`src/rtl/interp_point_loader_if.sv`:
```
`default_nettype none
// ============================================================================
//  Module      : interp_point_loader_if
//  Description : Job stream, result stream and interpolator bus signals of
//                the interpolation point loader.
//  Revision    : 1.0 - initial release
// ============================================================================
interface interp_point_loader_if;
  // Job word stream into the loader
  logic        s_valid;
  logic        s_ready;
  logic [31:0] s_data;
  // Result stream out of the loader
  logic        m_valid;
  logic        m_ready;
  logic [31:0] m_data;
  logic        m_err;
  // Interpolator side
  logic        core_rst_n;
  logic [7:0]  core_addr;
  logic        core_bus_r;
  logic        core_bus_w;
  logic [31:0] core_wdata;
  logic [31:0] core_rdata;

  // Loader side
  modport slave (
    input  s_valid, s_data, m_ready,
    input  core_addr, core_bus_r, core_bus_w, core_wdata,
    output s_ready, m_valid, m_data, m_err,
    output core_rst_n, core_rdata
  );

  // Host / interpolator side
  modport master (
    output s_valid, s_data, m_ready,
    output core_addr, core_bus_r, core_bus_w, core_wdata,
    input  s_ready, m_valid, m_data, m_err,
    input  core_rst_n, core_rdata
  );
endinterface
`default_nettype wire

```
`src/rtl/interp_point_loader.sv`:
```
`default_nettype none
// ============================================================================
//  Module      : interp_point_loader
//  Description : Loads an interpolation job into a private point memory,
//                runs the Lagrange interpolator out of reset, serves its
//                combinational reads and returns the result (or an error on
//                bad n / watchdog expiry) on a valid/ready stream.
//  Revision    : 1.0 - initial release
// ============================================================================
module interp_point_loader #(
  parameter int MAX_POINTS  = 16,
  parameter int TIMEOUT_CYC = 4096
) (
  input  wire logic             clk,
  input  wire logic             rst,
  interp_point_loader_if.slave  bus,
  output logic                  busy
);

  // Memory layout: n, xc, result slot, x[0..n-1], y[0..n-1]
  localparam int C_DEPTH = 3 + 2 * MAX_POINTS;
  localparam int C_AW    = $clog2(C_DEPTH);

  typedef enum logic [2:0] {
    S_IDLE  = 3'd0,
    S_LOAD  = 3'd1,
    S_START = 3'd2,
    S_RUN   = 3'd3,
    S_ERR   = 3'd4,
    S_OUT   = 3'd5
  } state_t;

  state_t      r_state;
  state_t      w_state_next;
  logic [7:0]  r_n;          // latched point count
  logic [7:0]  r_wptr;       // index of the next stream word
  logic [31:0] r_wdog;       // RUN cycle counter
  logic [31:0] r_m_data;
  logic        r_m_err;
  logic        r_core_rst_n;

  logic [31:0] mem [C_DEPTH];

  logic            w_s_ready;
  logic            w_s_hs;
  logic            w_n_ok;
  logic            w_last;
  logic            w_capture;
  logic            w_timeout;
  logic [7:0]      w_load_addr;
  logic            w_mem_we;
  logic [C_AW-1:0] w_mem_addr;
  logic [31:0]     w_mem_wdata;
  logic            w_rd_ok;

  // Nothing is accepted while reset is held, even though state reads IDLE
  assign w_s_ready = ((r_state == S_IDLE) || (r_state == S_LOAD)) && rst;
  assign w_s_hs    = bus.s_valid && w_s_ready;
  assign w_n_ok    = (bus.s_data >= 32'd2) && (bus.s_data <= 32'(MAX_POINTS));
  // Stream words run 0..2n+1; word 2n+1 closes the job
  assign w_last    = (r_wptr == ((r_n << 1) | 8'd1));
  assign w_capture = (r_state == S_RUN) && bus.core_bus_w && (bus.core_addr == 8'd2);
  assign w_timeout = (r_state == S_RUN) && (r_wdog == 32'(TIMEOUT_CYC - 1));
  // Words 0/1 land at their own index; later words skip the result slot
  assign w_load_addr = (r_wptr < 8'd2) ? r_wptr : (r_wptr + 8'd1);

  // Next-state decode and memory write port selection
  always_comb begin
    w_state_next = r_state;
    w_mem_we     = 1'b0;
    w_mem_addr   = '0;
    w_mem_wdata  = bus.s_data;
    case (r_state)
      S_IDLE: begin
        if (w_s_hs) begin
          if (w_n_ok) begin
            w_mem_we     = 1'b1;
            w_state_next = S_LOAD;
          end else begin
            w_state_next = S_ERR;
          end
        end
      end
      S_LOAD: begin
        if (w_s_hs) begin
          w_mem_we   = 1'b1;
          w_mem_addr = w_load_addr[C_AW-1:0];
          if (w_last) begin
            w_state_next = S_START;
          end
        end
      end
      S_START: w_state_next = S_RUN;
      S_RUN: begin
        // A capture in the watchdog's last cycle still wins
        if (w_capture) begin
          w_mem_we     = 1'b1;
          w_mem_addr   = C_AW'(2);
          w_mem_wdata  = bus.core_wdata;
          w_state_next = S_OUT;
        end else if (w_timeout) begin
          w_state_next = S_OUT;
        end
      end
      S_ERR: w_state_next = S_OUT;
      S_OUT: begin
        if (bus.m_ready) begin
          w_state_next = S_IDLE;
        end
      end
      default: w_state_next = S_IDLE;
    endcase
  end

  // State, job bookkeeping, watchdog and result registers
  always_ff @(posedge clk or negedge rst) begin
    if (!rst) begin
      r_state      <= S_IDLE;
      r_n          <= 8'd0;
      r_wptr       <= 8'd0;
      r_wdog       <= 32'd0;
      r_m_data     <= 32'd0;
      r_m_err      <= 1'b0;
      r_core_rst_n <= 1'b0;
    end else begin
      r_state      <= w_state_next;
      // Registered so the interpolator reset is glitch-free and high only in RUN
      r_core_rst_n <= (w_state_next == S_RUN);
      case (r_state)
        S_IDLE: begin
          if (w_s_hs && w_n_ok) begin
            r_n    <= bus.s_data[7:0];
            r_wptr <= 8'd1;
          end
        end
        S_LOAD: begin
          if (w_s_hs) begin
            r_wptr <= r_wptr + 8'd1;
          end
        end
        S_START: r_wdog <= 32'd0;
        S_RUN: begin
          r_wdog <= r_wdog + 32'd1;
          if (w_capture) begin
            r_m_data <= bus.core_wdata;
            r_m_err  <= 1'b0;
          end else if (w_timeout) begin
            r_m_data <= 32'd0;
            r_m_err  <= 1'b1;
          end
        end
        S_ERR: begin
          r_m_data <= 32'd0;
          r_m_err  <= 1'b1;
        end
        default: ;
      endcase
    end
  end

  // Point memory write port; contents are deliberately not reset
  always_ff @(posedge clk) begin
    if (w_mem_we) begin
      mem[w_mem_addr] <= w_mem_wdata;
    end
  end

  // Combinational read: the interpolator samples data_in the edge after addr
  assign w_rd_ok = (r_state == S_RUN) && bus.core_bus_r &&
                   (int'(bus.core_addr) < C_DEPTH);
  assign bus.core_rdata = w_rd_ok ? mem[bus.core_addr[C_AW-1:0]] : 32'd0;

  assign bus.s_ready    = w_s_ready;
  assign bus.m_valid    = (r_state == S_OUT);
  assign bus.m_data     = r_m_data;
  assign bus.m_err      = r_m_err;
  assign bus.core_rst_n = r_core_rst_n;
  assign busy           = (r_state != S_IDLE);

endmodule
`default_nettype wire

```
`src/flat_wrapper.sv`:
```
// flat-port wrapper written by rule: the top's interface ports become plain ports
module interp_point_loader_flat 
#(
  parameter int MAX_POINTS  = 16,
  parameter int TIMEOUT_CYC = 4096
)
  (clk, rst, busy, bus_s_valid, bus_s_data, bus_m_ready, bus_core_addr, bus_core_bus_r, bus_core_bus_w, bus_core_wdata, bus_s_ready, bus_m_valid, bus_m_data, bus_m_err, bus_core_rst_n, bus_core_rdata);
  interp_point_loader_if bus_i ();
  input  wire logic clk;
  input  wire logic rst;
  output logic busy;
  input wire logic [$bits(bus_i.s_valid)-1:0] bus_s_valid;
  input wire logic [$bits(bus_i.s_data)-1:0] bus_s_data;
  input wire logic [$bits(bus_i.m_ready)-1:0] bus_m_ready;
  input wire logic [$bits(bus_i.core_addr)-1:0] bus_core_addr;
  input wire logic [$bits(bus_i.core_bus_r)-1:0] bus_core_bus_r;
  input wire logic [$bits(bus_i.core_bus_w)-1:0] bus_core_bus_w;
  input wire logic [$bits(bus_i.core_wdata)-1:0] bus_core_wdata;
  output wire logic [$bits(bus_i.s_ready)-1:0] bus_s_ready;
  output wire logic [$bits(bus_i.m_valid)-1:0] bus_m_valid;
  output wire logic [$bits(bus_i.m_data)-1:0] bus_m_data;
  output wire logic [$bits(bus_i.m_err)-1:0] bus_m_err;
  output wire logic [$bits(bus_i.core_rst_n)-1:0] bus_core_rst_n;
  output wire logic [$bits(bus_i.core_rdata)-1:0] bus_core_rdata;
  assign bus_i.s_valid = bus_s_valid;
  assign bus_i.s_data = bus_s_data;
  assign bus_i.m_ready = bus_m_ready;
  assign bus_i.core_addr = bus_core_addr;
  assign bus_i.core_bus_r = bus_core_bus_r;
  assign bus_i.core_bus_w = bus_core_bus_w;
  assign bus_i.core_wdata = bus_core_wdata;
  assign bus_s_ready = bus_i.s_ready;
  assign bus_m_valid = bus_i.m_valid;
  assign bus_m_data = bus_i.m_data;
  assign bus_m_err = bus_i.m_err;
  assign bus_core_rst_n = bus_i.core_rst_n;
  assign bus_core_rdata = bus_i.core_rdata;
  interp_point_loader #(.MAX_POINTS(MAX_POINTS), .TIMEOUT_CYC(TIMEOUT_CYC)) u_core (.clk(clk), .rst(rst), .bus(bus_i), .busy(busy));
endmodule
```
`config.mk`:
```
export PLATFORM = sky130hd
export DESIGN_NAME = interp_point_loader_flat
export DESIGN_NICKNAME = d
export VERILOG_FILES = /design/src/rtl/interp_point_loader_if.sv /design/src/rtl/interp_point_loader.sv /design/src/flat_wrapper.sv
export SDC_FILE = /design/constraint.sdc
export NUM_CORES = 1
export LEC_CHECK = 0
export ABC_AREA = 1
export CORE_MARGIN = 2
export CORE_UTILIZATION = 40
export DETAILED_ROUTE_END_ITERATION = 10
export GPL_TIMING_DRIVEN = 0
export PLACE_DENSITY = 0.63
export SYNTH_ARGS = -nofsm -noshare
export SYNTH_HDL_FRONTEND = slang
export SYNTH_SLANG_ARGS = --single-unit
export TNS_END_PERCENT = 5
```
`constraint.sdc`:
```
create_clock -name clk -period 5.3 [get_ports clk]
set_input_delay 1.06 -clock clk [delete_from_list [all_inputs] [get_ports clk]]
set_output_delay 1.06 -clock clk [all_outputs]
set_load 0.01 [all_outputs]
```
## Yosys cells after proc, flatten, opt, wreduce, memory -nomap -nowiden

Memories as Yosys holds them, arrays and structs flattened.
Cells that the tools add are included.

| operators by class | value |
|---|---|
| $lt $le $gt $ge | 4 |
| reductions and logical operators | 18 |
| eq/ne operators | 12 |
| mux-type cells | 32 |
| add/subtract/negate cells | 2 |

Operators with widths:

| operator | number |
|---|---|
| $mux W32 | 5 |
| $pmux W32 S2 | 2 |
| $add A32 B1 Y32 const B | 1 |
| $eq A32 B12 Y1 const B | 1 |
| $ge A32 B2 Y1 const B | 1 |
| $le A32 B5 Y1 const B | 1 |
| $mux W3 | 7 |
| $pmux W3 S6 | 1 |
| $mux W8 | 2 |
| $pmux W8 S2 | 1 |
| $mux W6 | 2 |
| $pmux W6 S2 | 1 |
| $eq A3 B2 Y1 const B | 3 |
| $logic_and A1 B1 Y1 | 9 |
| $add A8 B1 Y8 const B | 1 |
| $eq A8 B2 Y1 const B | 1 |
| $eq A8 B8 Y1 | 1 |
| $lt A8 B2 Y1 const B | 1 |
| $lt A8 B6 Y1 const B | 1 |
| $mux W1 | 8 |
| $eq A3 B3 Y1 const B | 2 |
| $reduce_bool A2 Y1 | 3 |
| $reduce_and A2 Y1 | 2 |
| $eq A3 B1 Y1 const B | 1 |
| 10 further kinds | 10 |

| word-level totals | value |
|---|---|
| flip-flop bits (word level) | 84 |
| input port bits | 78 |
| word-level logic and storage cells | 76 |
| memories kept | 1 |
| bits in writable memories | 1,120 |

Memories:

| name | depth | bits a word | read ports | clocked after Yosys merged registers in | wr ports | line | RTL |
|---|---|---|---|---|---|---|---|
| u_core.mem | 35 | 32 | 1 | 0 | 1 | interp_point_loader.sv:42 | `logic [31:0] mem [C_DEPTH];` |

## Longest topological paths before layout

| depth | value |
|---|---|
| depth in word-level cells | 8 |
| mapped depth | 16 |
| mapped depth without buffers | 13 |

## Worst setup path before layout

OpenSTA, ideal clock, no wires.

| timing | value |
|---|---|
| path type | in2reg |
| start | input port bus_core_addr[5] |
| end | memory u_core.mem[0][0], enable pin |
| stages on the path | 8 |
| setup slack | 1.596 ns |
| data arrival time | 3.282 ns |
| cells stage by stage | buf_2 > nor2_8 > nand4_1 > nor3_2 > nor2_1 > nand2_1 > nand3_2 > nor2_1 |

| on the way | value |
|---|---|
| cells in the longest elaborated chain, start to end | 6 |
| elaborated cells between the ends (all ways) | 8 |
| classes of those cells | eq/ne (1); mux (6); reduce/logical (1) |

Ends and longest elaborated chain:

| what | line | RTL |
|---|---|---|
| from (decl) | flat_wrapper.sv:15 | `input wire logic [$bits(bus_i.core_addr)-1:0] bus_core_addr;` |
| $eq A8 B2 Y1 * | interp_point_loader.sv:62 | `assign w_capture = (r_state == S_RUN) && bus.core_bus_w && (bus.core_addr == 8'd2);` |
| $logic_and A1 B1 Y1 * | interp_point_loader.sv:62 |  |
| $mux W1 | interp_point_loader.sv:96 | `if (w_capture) begin` |
| $pmux W1 S3 | interp_point_loader.sv:73 | `case (r_state)` |
| $mux W1 | interp_point_loader.sv:163 | `if (w_mem_we) begin` |
| $mux W1 (implied by the code) | interp_point_loader.sv:164 | `mem[w_mem_addr] <= w_mem_wdata;` |
| to (decl) | interp_point_loader.sv:42 |  |

Every way passes the cells marked *; elsewhere a longest branch is shown, timed or not.

## Worst setup path after layout

| timing | value |
|---|---|
| start | input port bus_core_addr[2] |
| end | output port bus_core_rdata[8] |

| on the way | value |
|---|---|
| cells in the longest elaborated chain, start to end | 3 |
| elaborated cells between the ends (all ways) | 4 |
| classes of those cells | order compare (1); mux (1); reduce/logical (1); memory (1) |

Ends and longest elaborated chain:

| what | line | RTL |
|---|---|---|
| $lt A8 B6 Y1 | interp_point_loader.sv:170 | `(int'(bus.core_addr) < C_DEPTH);` |
| $logic_and A1 B1 Y1 | interp_point_loader.sv:169 | `assign w_rd_ok = (r_state == S_RUN) && bus.core_bus_r &&` |
| $mux W32 * | interp_point_loader.sv:171 | `assign bus.core_rdata = w_rd_ok ? mem[bus.core_addr[C_AW-1:0]] : 32'd0;` |
| to (decl) | flat_wrapper.sv:24 | `output wire logic [$bits(bus_i.core_rdata)-1:0] bus_core_rdata;` |

Marked as above.

==> qor.txt <==
Post-synthesis net count - 5,326
R2R cell count - 9
Boundary Pins - 147
Drt pass-1 iters - 6
Largest net degree at the start of global routing - 56
PortBufs - 143
Worst slew margin - 0.156
Die area - 135,000 um2
Vias in the first global route - 37.3k
Crit. End Element - output pin
Worst vdd ir - 0.266 mV
Clk root buf - clkbuf_16
# Post-CTS Setup Buffers - 0
Final hold vios - 0
Critical register-to-register path startpoint - u_core.r_state[2]
Placed cell area - 58,400 um2
Post-layout min period - 5.39 ns
LEAKAGE - 26.0 nW
Failing checks - setup timing
Commonest cells after routing, fill and taps aside - nand2_1 (2,113), edfxtp_1 (1,120), inv_1 (656)
Global Route Usage Sum - 0.257
Post-CTS Resized - 13
Post-synth top area cell - edfxtp_1
Commonest non-fill, non-tap cell in the layout - nand2_1
YS warnings - 0
Core Footprint - 131,000 um2
Clock Latency Late Sink - 0.76 ns
#FFs+latches synth - 1,204
Routability cong. - 0.937
Hold buffer count at CTS - 0
Design Area, Final - 62,300 um2
H-tree levels - 3
Main synth FF type - edfxtp_1
Hold Crit Class - in -> async
Sink Count - 1,204
Total grt overflow - 0
CTS Buf Count - 121
Slew @ Worst Pin - 1.27 ns
First-pass GRT wire length - 251,000 um
Final setup violation count - 3
CP Max Fanout - 10
Detailed Route WL - 176,000 um
CTS tree - yes
Post-route ant nets - 0
Nets@finish - 5,660
Initial core utilization - 0.402
Vert. Die Dim - 367 um
Count of pins over their slew limit - 0
DR vias/cell - 5.25
WL per Instance - 23.7 um
Vias - 39.0k
RSZ-0062 raised after global routing - true
Ys async rst share - 0.0698
Initial DRC Count - 4,950
Residual DRC count - 0
Worst EP arrival - 4.33 ns
Post-detail-place hpwl - 125,000 um
Syn Inst Count - 5,246
Antenna violations before repair - 4
Worst Path Required - 4.24 ns
Synth area leaders - edfxtp_1 (64%), nand2_1 (15%), inv_1 (4.7%)
Post-synth EDFFs - 1,120
Clock Path Buffers - 3
Setup Slack @ Placement - -0.410 ns
Distinct cells, synth - 45
WS Path Type - in -> out
Syn Std Cell Area - 52,800 um2
Final Cycle Share - 1.02
Syn avg cell area - 10.1 um2
Top cell type's share of synthesized area - 0.638
PwrDens - 336 nW/um2
Setup Skew - 0.0367 ns
Fraction of layout cells with a size suffix above 1 - 0.0971
Worst setup margin - -0.0897 ns
Share of the yosys chip area belonging to registers - 0.677
Die Width - 367 um
Max-cap viol count - 0
FMAX - 0.186 GHz
Area grow syn2layout - 18.0%
CTS clk-pin slew, worst paths - 0.06 ns
Status - finished, violations left
R2r setup slk - 1.84 ns
Core Rows - 133
Reg2Reg Capture Point - u_core.mem[10][22]
Startpoint Class - primary input
-- synthesized netlist by cell type (9+ instances only) --
master       n
xor2_1       9
nand4_1     38
a21oi_1     16
edfxtp_1  1120
dfrtp_1     84
nor2_1     238
nand3_1    485
buf_2      131
nand3b_1    25
clkbuf_1    40
or2_2       22
inv_1      656
nor3_1      15
o211ai_1    60
o21ai_0     50
buf_1       30
buf_4       35
nand2_1   2121
-- per-layer routing --
metal / vias up / global-route usage / share of wire
li1: 17700 / - / -
met1: 18800 / 0.325 / 0.37
met2: 2110 / 0.411 / 0.46
met3: 414 / 0.0452 / 0.10
met4: 0 / 0.156 / 0.067
met5: - / 0 / 0
-- through the flow --
stage / setup TNS [ns] / power [mW] / hold WS (ns) / std cells / util
after CTS: -0.00546 / 20.9 / 0.259 / 7429 / 0.475
after global routing: -0.431 / 21.5 / 0.291 / 7429 / 0.475
after global placement: -6915.50 / 12.6 / 0.456 / 7144 / 0.430
final: -0.103 / 20.9 / 0.282 / 7431 / 0.475
after detailed placement: -8.79 / 12.7 / 0.458 / 7212 / 0.446
after floorplan: 0 / 11.8 / 0.451 / 5246 / -
-- how the worst max path moves through the flow --
stage / to / from / slack [ns] / cells past startpoint
6_report: bus_core_rdata[8] / bus_core_addr[2] / -0.09 / 11
5_1_grt: bus_core_rdata[8] / bus_core_addr[2] / -0.13 / 11
4_1_cts: bus_core_rdata[9] / bus_core_addr[2] / -0.005 / 14
3_5_place_dp: bus_core_rdata[20] / bus_core_addr[2] / -0.41 / 13
3_3_place_gp: u_core.mem[13][25] / rst / -4.71 / 11
2_1_floorplan: u_core.mem[0][0] / bus_core_addr[5] / 1.60 / 8
-- worst max-delay path, stage by stage --
cell and delay [ns]:
clkdlybuf4s50_1 0.63, buf_2 0.47, clkbuf_1 0.56, nand3_1 0.29, nand3_1 0.26, nand2_1 0.09, nand2_1 0.07, nand3_1 0.22
nand2_1 0.13, inv_1 0.05, clkdlybuf4s50_1 0.48
-- flip-flops by register name, indices dropped and copies added, names as in the netlist --
register and count:
u_core.r_state 3, u_core.r_n 7, u_core.r_wdog 32, u_core.mem 1120, u_core.bus.m_data 32, u_core.bus.core_rst_n 1, u_core.bus.m_err 1, u_core.r_wptr 8
-- logic make-up (layout without fill, tap and decap cells) --
family,count (synthesis),in the layout,synth area share
AOI/OAI and AO/OA,147,147,0.0174
xor gates and xnor gates,10,10,0.00166
adders and majority gates,2,2,0.000474
buffers and inverters,908,1336,0.0712
DFF,1204,1204,0.677
other,0,2,0
and+or+nand+nor,2975,2975,0.232
-- area by class of cell --
class,instances,area (um2)
clock buffer,152,3180
fill,11900,68900
timing repair buffer,211,2930
buffer,242,1270
inverter,666,2500
antenna,2,5.00
clock inverter,65,618
multi-input combinational,3134,13800
tap,1755,2200
sequential,1204,35700
-- where the power goes --
part           internal (mW)  total [mW]  switching (mW)  leakage [nW]
Combinational          0.538        1.96            1.42          12.9
Sequential              10.5        10.6          0.0637          11.2
Clock                   4.74        8.42            3.68          1.86
(Power assumes the default switching activity.)
